### config.mk
export PLATFORM = sky130hd
export DESIGN_NAME = uart_rx_fifo
export DESIGN_NICKNAME = d
export VERILOG_FILES = /design/src/rtl/uart_rx_fifo.sv
export SDC_FILE = /design/constraint.sdc
export NUM_CORES = 1
export LEC_CHECK = 0
export ABC_AREA = 1
export CAP_MARGIN = 15
export CORE_ASPECT_RATIO = 0.5
export CORE_MARGIN = 1.5
export CORE_UTILIZATION = 50
export CTS_BUF_LIST = sky130_fd_sc_hd__clkbuf_8
export DETAILED_ROUTE_END_ITERATION = 7
export PLACE_DENSITY = 0.68
export SYNTH_ARGS = -nofsm -noshare
export SYNTH_HDL_FRONTEND = slang
export SYNTH_SLANG_ARGS = --single-unit
### constraint.sdc
create_clock -name clk -period 2.8 [get_ports clk]
set_clock_uncertainty 0.05 [all_clocks]
set_input_delay 0.56 -clock clk [delete_from_list [all_inputs] [get_ports clk]]
set_output_delay 0.56 -clock clk [all_outputs]
set_load 0.05 [all_outputs]
### src/rtl/uart_rx_fifo.sv
// Receive-side byte FIFO between a UART receiver and its consumer.
// Show-ahead head output, RTS flow control from the fill level, and a sticky overflow flag.
module uart_rx_fifo #(
  parameter int DEPTH = 16,
  parameter int AFULL = 12
) (
  input  logic                     clk,
  input  logic                     rst_n,
  input  logic                     in_valid,
  input  logic [7:0]               in_data,
  output logic                     out_valid,
  output logic [7:0]               out_data,
  input  logic                     out_ready,
  output logic [$clog2(DEPTH):0]   count,
  output logic                     rts,
  output logic                     overflow,
  input  logic                     ovf_clr
);

  localparam int AW = $clog2(DEPTH);
  localparam logic [AW:0] DEPTH_C = (AW+1)'(DEPTH);
  localparam logic [AW:0] AFULL_C = (AW+1)'(AFULL);

  logic [7:0]    mem_r [DEPTH];
  logic [AW-1:0] wr_ptr_r;
  logic [AW-1:0] rd_ptr_r;
  logic [AW:0]   count_r;
  logic          ovf_r;

  logic empty_s;
  logic full_s;
  logic pop_s;
  logic push_s;
  logic drop_s;

  // Handshake decode; a full FIFO still accepts a byte when the head leaves on the same edge.
  always_comb begin
    empty_s = (count_r == (AW+1)'(0));
    full_s  = (count_r == DEPTH_C);
    pop_s   = !empty_s && out_ready;
    push_s  = in_valid && (!full_s || pop_s);
    drop_s  = in_valid && full_s && !pop_s;
  end

  // Byte storage; contents survive reset, only the pointers are cleared.
  always_ff @(posedge clk) begin
    if (rst_n && push_s) begin
      mem_r[wr_ptr_r] <= in_data;
    end
  end

  // Pointer, fill-level and overflow state.
  always_ff @(posedge clk) begin
    if (!rst_n) begin
      wr_ptr_r <= AW'(0);
      rd_ptr_r <= AW'(0);
      count_r  <= (AW+1)'(0);
      ovf_r    <= 1'b0;
    end else begin
      if (push_s) begin
        wr_ptr_r <= wr_ptr_r + AW'(1);
      end
      if (pop_s) begin
        rd_ptr_r <= rd_ptr_r + AW'(1);
      end
      case ({push_s, pop_s})
        2'b10:   count_r <= count_r + (AW+1)'(1);
        2'b01:   count_r <= count_r - (AW+1)'(1);
        default: count_r <= count_r;
      endcase
      // A drop on the clearing edge keeps the flag set.
      if (drop_s) begin
        ovf_r <= 1'b1;
      end else if (ovf_clr) begin
        ovf_r <= 1'b0;
      end
    end
  end

  assign out_valid = !empty_s;
  assign out_data  = mem_r[rd_ptr_r];
  assign count     = count_r;
  assign rts       = (count_r < AFULL_C);
  assign overflow  = ovf_r;

endmodule

==> reports/metrics.csv <==
metric,value,unit
clk_latency,0.43,ns
drtAntennaViolNets,0,
drt-initial-drc-count,296,
yosys.area_share.simple,0.0688,
final_common_cell,edfxtp_1,
netlist_instances,481,
grt_max_degree,47,
fin_hold_ws,0.418,ns
synth_top_family_by_area,compound AO/OA/AOI/OAI gates,
synth_edf_count,128,
gp_congestion,0.824,
cts-htree-levels,4,
synth_top_area_share,0.631,
synth_ff_type,edfxtp_1,
row_count,28,
clk_pin_slew_worst_paths,0.08,ns
clockBufferDepth,2,
dieWidth,159,um
grt_pass1_wl,19900,um
synth_area,6090,um2
die_y,81.0,um
boundaryPins,29,
rsz0062_at_grt,yes,
p_leak,2.62,nW
syn_nets,501,
synth_xor_area_frac,0.00144,
reg2reg_from,count[3],
critPathArrivalTime,2.06,ns
cts_tree,done,
grt.total_usage,0.211,
finalHoldViolCount,0,
drc,0,
vias,3860,
slew_headroom,0.562,
wl,12600,um
start_kind,flip-flop,
slew_viol_final,0,
period_minus_slack,2.67,ns
peakVddDrop,363,uV
timing.final.crit_share,0.954,
port-buffer-count,28,
place_area,6770,um2
clockRootBuffer,clkbuf_8,
path_class,flip-flop to primary output,
synth_seq_area_share,0.690,
drtPass1Iterations,5,
synth_fa_ha_area_frac,0.0144,
start_util,0.514,
maxCapViolCount,0,
multiInputGateArea,1570,um2
layout_common_cells,"edfxtp_1, inv_1, a21oi_1, o21ai_0, o211ai_1",
core,11800,um2
ys_seq_elements,146,
critical_path.endpoint_type,primary output,
drive_gt1_frac,0.156,
min_from,rd_ptr_r[3],
setup_viol,0,
synth_cell_types,28,
fin_area,7300,um2
nFillCells,927,
synth_area_leader_cell,edfxtp_1,
gr-total-overflow,0,
power_density,813,nW/um2
clock_sinks,146,
hpwl,8000,um
outcome,"finished, final reports clean",
wl_per_cell,17.7,um
yosysWarnings,0,
cts_hold_buffers,0,
grt_antenna_before_repair,0,
postSynth.asyncResetShare,0,
timing.fmax,0.374,GHz
dieArea,12900,um2
syn2layout_area_growth,19.9,%
worstMarginPinSlew,0.655,ns
synth.area.mux_share,0.0526,
synth_compound_area_frac,0.120,
vias_per_cell,5.43,
min_path_type,flip-flop to flip-flop,
critPathRequiredTime,2.19,ns
numCtsBuffers,17,
synthTopCellsByArea,"edfxtp_1, dfxtp_1, mux2i_1",
final_nets,553,
total_power,5.93,mW
grt_pass1_vias,3618,
syn-mean-instance-area,12.7,um2
regArea,4210,um2
num_antenna_cells,0,
worstPathMaxFanout,32,
flip-flops by register name (all words and copies together) (netlist names), named ones only:
signal,flops
mem_r,128
count,5
rd_ptr_r,4
wr_ptr_r,4
overflow,1
worst max-delay path, stage by stage (launching register included):
cell and delay, ns:
dfxtp_1 0.43, buf_12 0.24, a21oi_1 0.06, o21ai_0 0.09
o21ai_0 0.24, o211ai_1 0.26, nand2_1 0.12, buf_12 0.16
through the flow:
stage | std cells | TNS [ns] | util | worst slack (ns)
floorplan | 481 | 0 | - | 0.396
global placement | 674 | 0 | 0.571 | 0.260
detailed placement | 674 | 0 | 0.571 | 0.197
CTS | 707 | -0.00380 | 0.612 | -0.00244
global route | 711 | -0.0109 | 0.617 | -0.0109
finish | 711 | 0 | 0.617 | 0.128
cells in the mapped netlist, types with 3 or more instances:
master / instances
mux2i_1: 32
nand3_1: 21
o21ai_0: 45
ha_1: 7
buf_2: 5
nand2_1: 28
o21ai_1: 3
a21oi_1: 45
nand4_1: 3
inv_1: 53
nor2_1: 24
inv_2: 4
o211ai_1: 33
dfxtp_1: 18
clkbuf_1: 13
buf_4: 3
edfxtp_1: 128
power breakdown:
part | total (mW) | internal [mW] | switching, mW
combinational | 1.50 | 0.591 | 0.910
clock | 1.94 | 1.15 | 0.792
sequential | 2.50 | 2.42 | 0.0737
area by class of cell:
class                           count  area share
Clock buffer                       17      0.0320
Sequential cell                   146       0.576
Clock inverter                     15      0.0327
Timing Repair Buffer               56      0.0860
Tap cell                          165      0.0283
Multi-Input combinational cell    255       0.215
Inverter                           57      0.0298
logic make-up after synthesis:
group / count (synthesis)
XOR/XNOR: 1
AND/OR/NAND/NOR: 87
adder cells (fa/ha/maj): 7
buffers and inverters: 80
AO/OA/AOI/OAI: 128
flip-flops: 146
multiplexers: 32
routing by layer:
layer	track usage	wire, um
met1	0.289	5880
met3	0.0613	970
met4	0.0575	133
met5	0	0
met2	0.332	5580
worst paths after layout:
kind	slack [ns]	to	cells past startpoint
worst min-delay path	0.42	rd_ptr_r[3]	2
worst max-delay path	0.13	out_data[7]	7
worst min register to register	0.42	rd_ptr_r[3]	2
worst max register to register	0.72	count[4]	14
repair_timing:
| item | CTS | global route |
|---|---|---|
| setup buffers | 1 | 4 |
| endpoints found under the setup margin | 3 | 5 |
| endpoints found under the hold margin | 0 | 0 |
| resized for setup | 0 | 8 |
Power figures use the tool's default switching activity.
